### src/rtl/multicycle_ctrl.sv
// Multicycle RISC-V style controller: Moore FSM sequencing fetch/decode/execute,
// plus a retired-instruction counter. Memory wait states are added by MULTICYCLE_CTRL_MEMWAIT_EN.
module multicycle_ctrl (
  input  logic        clk,
  input  logic        reset,
`ifdef MULTICYCLE_CTRL_MEMWAIT_EN
  input  logic        memReady,
`endif
  input  logic [6:0]  op,
  input  logic        zero,
  output logic        pcWrite,
  output logic        adrSrc,
  output logic        memWrite,
  output logic        irWrite,
  output logic        regWrite,
  output logic [1:0]  resultSrc,
  output logic [1:0]  aluSrcA,
  output logic [1:0]  aluSrcB,
  output logic [1:0]  aluOp,
  output logic [1:0]  immSrc,
  output logic        illegal,
  output logic [31:0] instret
);

  localparam logic [6:0] OP_LW   = 7'b0000011;
  localparam logic [6:0] OP_SW   = 7'b0100011;
  localparam logic [6:0] OP_R    = 7'b0110011;
  localparam logic [6:0] OP_I    = 7'b0010011;
  localparam logic [6:0] OP_JAL  = 7'b1101111;
  localparam logic [6:0] OP_BEQ  = 7'b1100011;

  typedef enum logic [3:0] {
    FETCH, DECODE, MEMADR, MEMREAD, MEMWB, MEMWRITE,
    EXECR, EXECI, ALUWB, JAL, BEQ
  } state_t;

  state_t      state_q, state_d;
  logic [31:0] instret_q, instret_d;
  logic        ready;
  logic        pcUpdate, branch, retire, unknownOp;
  logic        irWriteRaw, memWriteRaw, regWriteRaw;

`ifdef MULTICYCLE_CTRL_MEMWAIT_EN
  assign ready = memReady;
`else
  assign ready = 1'b1;
`endif

  always_ff @(posedge clk) begin
    if (reset) begin
      state_q   <= FETCH;
      instret_q <= 32'd0;
    end else begin
      state_q   <= state_d;
      instret_q <= instret_d;
    end
  end

  always_comb begin
    state_d   = FETCH;
    unknownOp = 1'b0;
    case (state_q)
      FETCH:    state_d = ready ? DECODE : FETCH;
      DECODE: begin
        case (op)
          OP_LW, OP_SW: state_d = MEMADR;
          OP_R:         state_d = EXECR;
          OP_I:         state_d = EXECI;
          OP_JAL:       state_d = JAL;
          OP_BEQ:       state_d = BEQ;
          default: begin
            state_d   = FETCH;
            unknownOp = 1'b1;
          end
        endcase
      end
      MEMADR:   state_d = (op == OP_LW) ? MEMREAD : MEMWRITE;
      MEMREAD:  state_d = ready ? MEMWB : MEMREAD;
      MEMWRITE: state_d = ready ? FETCH : MEMWRITE;
      EXECR, EXECI, JAL: state_d = ALUWB;
      default:  state_d = FETCH;
    endcase
  end

  // A store retires only on the edge that actually leaves MEMWRITE.
  assign retire = (state_q == MEMWB) || (state_q == ALUWB) || (state_q == BEQ) ||
                  ((state_q == MEMWRITE) && ready);
  assign instret_d = retire ? instret_q + 32'd1 : instret_q;

  always_comb begin
    irWriteRaw  = 1'b0;
    memWriteRaw = 1'b0;
    regWriteRaw = 1'b0;
    pcUpdate    = 1'b0;
    branch      = 1'b0;
    adrSrc      = 1'b0;
    resultSrc   = 2'b00;
    aluSrcA     = 2'b00;
    aluSrcB     = 2'b00;
    aluOp       = 2'b00;
    case (state_q)
      FETCH: begin
        irWriteRaw = ready;
        pcUpdate   = ready;
        aluSrcB    = 2'b10;
        resultSrc  = 2'b10;
      end
      DECODE: begin
        aluSrcA = 2'b01;
        aluSrcB = 2'b01;
      end
      MEMADR: begin
        aluSrcA = 2'b10;
        aluSrcB = 2'b01;
      end
      MEMREAD:  adrSrc = 1'b1;
      MEMWB: begin
        resultSrc   = 2'b01;
        regWriteRaw = 1'b1;
      end
      MEMWRITE: begin
        adrSrc      = 1'b1;
        memWriteRaw = 1'b1;
      end
      EXECR: begin
        aluSrcA = 2'b10;
        aluOp   = 2'b10;
      end
      EXECI: begin
        aluSrcA = 2'b10;
        aluSrcB = 2'b01;
      end
      ALUWB:    regWriteRaw = 1'b1;
      JAL: begin
        aluSrcA  = 2'b01;
        aluSrcB  = 2'b10;
        pcUpdate = 1'b1;
      end
      BEQ: begin
        aluSrcA = 2'b10;
        aluOp   = 2'b01;
        branch  = 1'b1;
      end
      default: ;
    endcase
  end

  // Write enables are suppressed while reset is held so nothing is corrupted mid-instruction.
  assign pcWrite  = !reset && (pcUpdate || (branch && zero));
  assign irWrite  = !reset && irWriteRaw;
  assign memWrite = !reset && memWriteRaw;
  assign regWrite = !reset && regWriteRaw;
  assign illegal  = !reset && (state_q == DECODE) && unknownOp;

  always_comb begin
    case (op)
      OP_SW:   immSrc = 2'b01;
      OP_BEQ:  immSrc = 2'b10;
      OP_JAL:  immSrc = 2'b11;
      default: immSrc = 2'b00;
    endcase
  end

  assign instret = instret_q;

endmodule

### config.mk
export PLATFORM = sky130hd
export DESIGN_NAME = multicycle_ctrl
export DESIGN_NICKNAME = d
export VERILOG_FILES = /design/src/rtl/multicycle_ctrl.sv
export SDC_FILE = /design/constraint.sdc
export NUM_CORES = 1
export LEC_CHECK = 0
export ABC_AREA = 1
export BUFFER_PORTS_ARGS = -buffer_cell sky130_fd_sc_hd__buf_2
export CAP_MARGIN = 20
export CELL_PAD_IN_SITES_DETAIL_PLACEMENT = 1
export CELL_PAD_IN_SITES_GLOBAL_PLACEMENT = 1
export CORE_MARGIN = 2
export CORE_UTILIZATION = 35
export CTS_BUF_LIST = sky130_fd_sc_hd__clkbuf_16
export CTS_CLUSTER_DIAMETER = 150
export CTS_CLUSTER_SIZE = 14
export DETAILED_ROUTE_END_ITERATION = 8
export GPL_TIMING_DRIVEN = 0
export PLACE_DENSITY = 0.89
export SYNTH_ARGS = -nofsm -noshare
export SYNTH_HDL_FRONTEND = slang
export SYNTH_SLANG_ARGS = --single-unit
### constraint.sdc
create_clock -name clk -period 1.8 [get_ports clk]
set_input_delay 0.18 -clock clk [delete_from_list [all_inputs] [get_ports clk]]
set_output_delay 0.18 -clock clk [all_outputs]
set_load 0.05 [all_outputs]
Yosys cells after proc, flatten, opt, wreduce, memory -nomap -nowiden
Cells that the tools add are included.
{"block": "totals", "output_inout_bits": 48, "ff_bits": 36, "inputBits": 10}
{"block": "classes", "n_reduce_logical": 22, "eq_ne": 16, "n_addsub": 1, "mux": 16}
{"op": "4-bit one-hot mux with 5 select lines", "n": 2}
{"op": "32-bit by 1-bit adder with 32-bit output, second input constant", "n": 1}
{"op": "4-bit by 3-bit == test with 1-bit output, second input constant", "n": 4}
{"op": "2-bit one-hot mux with 2 select lines", "n": 4}
{"op": "7-bit by 6-bit == test with 1-bit output, second input constant", "n": 2}
{"op": "7-bit == test, second input constant", "n": 2}
{"op": "4-bit == test, second input constant", "n": 3}
{"op": "2-bit OR reduction", "n": 5}
{"op": "4-bit by 2-bit == test with 1-bit output, second input constant", "n": 2}
{"op": "1-bit two-way mux", "n": 8}
{"op": "7-bit by 2-bit == test with 1-bit output, second input constant", "n": 1}
{"op": "7-bit by 5-bit == test with 1-bit output, second input constant", "n": 1}
{"op": "1-bit logical AND", "n": 7}
{"op": "2-bit one-hot mux with 3 select lines", "n": 1}
{"op": "3-bit OR reduction", "n": 2}
{"op": "6-bit OR reduction", "n": 1}
{"op": "4-bit by 1-bit == test with 1-bit output, second input constant", "n": 1}
{"op": "4-bit logical NOT", "n": 1}
{"op": "1-bit logical OR", "n": 4}
{"op": "4-bit OR reduction", "n": 1}
{"op": "3-bit two-way mux", "n": 1}
{"op": "1-bit logical NOT", "n": 1}

Depth between registers and ports, before layout
{"block": "logic_depth", "depth_word": 5, "depth_mapped": 10, "depth_no_buf": 10}

Least setup slack after synthesis
OpenSTA, ideal clock, no wires.
{"block": "synth_timing", "kind": "flip-flop to output port", "from": "register state_q[2]", "to": "output port pcWrite", "slack_ns": -0.937, "arrival_time_ns": 2.557, "n_path_buf": 0, "stages_incl_launch_ff": 8, "t_required_ns": 1.620, "path_cell_list": "dfxtp_1 nor2_1 inv_1 nor2_1 inv_1 nand2_1 a21oi_1 nor2_1"}
{"block": "synth_between", "elab_chain_len": 5, "elab_cells_between_ends": 9}
{"item": "from (decl)", "line_no": "37", "text": "state_t state_q, state_d;"}
{"item": "from (signal assigned)", "line_no": "54", "text": "state_q <= state_d;"}
{"item": "4-bit == test / 4-bit logical NOT (equally long branches)", "line_no": "101", "text": "case (state_q)"}
{"item": "2-bit OR reduction (no source line) / 1-bit two-way mux (equally long branches)"}
{"item": "1-bit two-way mux / 1-bit logical AND (equally long branches)", "line_no": "101, 149"}
{"item": "1-bit logical OR (*)", "line_no": "149", "text": "assign pcWrite = !reset && (pcUpdate || (branch && zero));"}
{"item": "1-bit logical AND (*)", "line_no": "149"}
{"item": "to (decl)", "line_no": "11", "text": "output logic pcWrite,"}
Every way passes the cells marked *; elsewhere a longest branch is shown, timed or not.

Worst setup path after layout
{"block": "layout_timing", "from": "register state_q[2]", "to": "output port illegal"}
{"block": "layout_between", "elab_chain_len": 3, "elab_cells_between_ends": 4}
{"item": "4-bit by 1-bit == test with 1-bit output (*)", "line_no": "62, 153"}
{"item": "1-bit two-way mux / 1-bit logical AND (equally long branches)", "line_no": "62, 153"}
{"item": "1-bit logical AND (*)", "line_no": "153", "text": "assign illegal = !reset && (state_q == DECODE) && unknownOp;"}
{"item": "to (decl)", "line_no": "21", "text": "output logic illegal,"}
Marked as above.

==> out/metrics.yaml <==
cts_root_buf: "clkbuf_16"
totalWireLength_um: 6770
sequentialPowerShare: 0.446
ys_seq_area_frac: 0.339
dr.pass1.iters: 4
routed_via_density: 5.00
combPwrFrac: 0.087
start_util: 0.361
finalSetupViolations: 0
port_buffers: 56
min-delay-start: "op[4]"
min_path_type: "input pin to flip-flop"
synth_largest_area_cell: "dfxtp_1"
syn-num-nets: 363
drv_slew: 0
synth_commonest_cells: "91 x nand2_1, 78 x nor2_1, 49 x inv_1, 36 x dfxtp_1, 19 x a21oi_1"
yosys_warnings: 0
layout.nets: 428
grt_pass1_vias: 2499
min_path_cells: 3
worst-r2r-setup-slack_ps: 150
max_freq_mhz: 589
dieHeight_um: 81.9
fin_crit_ps: 1700
endpoint_kind: "primary output"
setup_tns_ps: 0
p_clk_frac: 0.467
clk_latency_ps: 290
grt_pass1_wl_um: 11200
syn_area_um2: 2120
regArea_um2: 727
r2r-start: "instret[0]$_SDFFE_PP0P_"
drive_gt1_frac: 0.230
power_mw: 1.81
tightest_slew_ps: 602
r2r-end: "instret[30]$_SDFFE_PP0P_"
clock_skew_ps: 6.34
core-area_um2: 5890
synth_most_common_cell: "nand2_1"
htree_levels: 2
clkSinkCount: 36
multi_input_area_um2: 1240
wl_per_cell_um: 13.7
synthCells: 352
numCtsBuffers: 5
synth_seq_cells: 36
drt-initial-drc-count: 80
cts_hold_repair.buffers: 0
irDropWorstVdd_uv: 368
antenna_found_initial: 0
hold_violations: 0
antenna_cells_inserted: 0
gp_congestion: 0.872
cp.arrival_ps: 1520
crit_path_start_kind: "flip-flop"
dpl.hpwl_um: 5220
grt_setup_unrepaired: "no"
p_switching_mw: 0.460
critPathKind: "flip-flop to primary output"
num_vias: 2463
netSwitchingFraction: 0.255
required_ps: 1620
cts_tree: "built"
dieArea_um2: 6710
overflow: 0
grt.total_usage: 0.216
synth-async-reset-ratio: 0
grt_max_degree: 12
synth_area_per_cell_um2: 6.03
drcViolationCount: 0
dieWidth_um: 81.9
ys_top_cells_by_area: "dfxtp_1 34%, nand2_1 16%, nor2_1 14%, inv_1 8.7%, a21oi_1 4.5%"
synth_top_area_share: 0.339
areaGrowthSynthToFinish_pct: 28.9
powerDensity_nw_per_um2: 660
postRouteAntennaNets: 0
reg2regPathDepth: 10
synth-edff-count: 0
maxCapViolCount: 0
intPower_mw: 1.35
hold_path_end: "state_q[2]$_SDFF_PP0_"
clk_path_buf_depth: 2
post-route-period-util: 0.944
run_status: "finished clean"
p_leak_nw: 1.25
synth_flop_cell: "dfxtp_1"
yosysUniqueCellTypes: 29
worstPathMaxFanout: 5
path_clk_slew_ps: 50
slew_headroom: 0.599
std_cell_rows: 28
ios: 58
fill_cells: 831
## critical path: stages (launching register included)
cell and delay, ps:
dfxtp_2 360, nor2_4 120, inv_2 80, nor2_4 130, inv_1 90, nor4_4 270, buf_6 190
## timing repair
| item | CTS | global route |
|---|---|---|
| endpoints found under the hold margin | 0 | 0 |
| gates cloned | 0 | 0 |
| gates resized for setup | 11 | 7 |
| setup endpoints to repair | 3 | 13 |
| setup buffers | 0 | 2 |
| pin swaps | 0 | 2 |
## worst max path at each step
stage	from	to	slack, ps
finish	state_q[2]$_SDFF_PP0_	illegal	100
global route	instret[12]$_SDFFE_PP0P_	instret[26]$_SDFFE_PP0P_	4
CTS	state_q[1]$_SDFF_PP0_	illegal	20
detailed placement	state_q[2]$_SDFF_PP0_	illegal	-70
global placement	state_q[2]$_SDFF_PP0_	illegal	-40
floorplan	state_q[2]$_SDFF_PP0_	pcWrite	-200
## layout by cell type, fill, tap and decap left out, drive strengths merged
cell type | synthesis | final
nor3b | 1 | 1
xor2 | 4 | 4
o31ai | 1 | 1
a211oi | 1 | 1
nand4 | 8 | 8
nand3b | 1 | 1
nor3 | 6 | 6
nor2 | 85 | 85
o22ai | 2 | 2
dfxtp | 36 | 36
nand3 | 19 | 19
and3 | 2 | 2
o21bai | 2 | 2
ha | 1 | 1
buf | 5 | 61
nand2 | 93 | 93
o21ai | 12 | 12
nor4 | 1 | 1
a31oi | 2 | 2
inv | 49 | 50
a21oi | 19 | 19
clkbuf | 2 | 9
clkinvlp | 0 | 1
clkinv | 0 | 1
## registers in the layout (all words and copies together), names as in the netlist
name and cells:
instret 32, state_q 4
## final cells by class
| type | count | share of cell area |
|---|---|---|
| buffer | 7 | 0.0169 |
| clock buffer | 5 | 0.0457 |
| clock inverter | 3 | 0.00548 |
| inverter | 49 | 0.0672 |
| multi-input combinational | 260 | 0.454 |
| sequential | 36 | 0.266 |
| tap | 75 | 0.0343 |
| timing repair buffer | 58 | 0.111 |
## metrics by stage
stage	cell area, um2	util	setup WS, ps	hold WS (ps)	cells
after floorplan	2160	-	-203	350	352
after global placement	2530	0.431	-38.5	453	483
after detailed placement	2530	0.431	-74.1	456	483
after CTS	2700	0.459	16.4	215	491
after global routing	2740	0.465	3.83	241	493
final	2740	0.465	101	223	493
## layer usage
layer  up-vias  global-route usage  share of wire
met5         -                   0              0
met4         0              0.0533         0.0089
met3         7              0.0429          0.050
met2        46               0.418           0.52
met1      1177               0.237           0.42
li1       1233                   -              -
## kinds of logic (layout without fill, tap and decap cells)
logic type / count (synthesis) / in the layout / synth area share
compound gates: 39 / 39 / 0.102
flops: 36 / 36 / 0.339
xor+xnor: 4 / 4 / 0.0165
buf+inv: 56 / 122 / 0.108
simple gates: 216 / 216 / 0.428
fa+ha+maj: 1 / 1 / 0.00589
## power groups by stage
stage	Combinational [mW]	Sequential [mW]	Clock [mW]
after CTS	0.156	0.805	0.862
after global placement	0.146	0.821	0
after floorplan	0.107	0.822	0
after detailed placement	0.150	0.822	0
after global routing	0.171	0.805	0.894
final	0.158	0.805	0.843
Note: power is estimated with default switching activity, not from simulation.
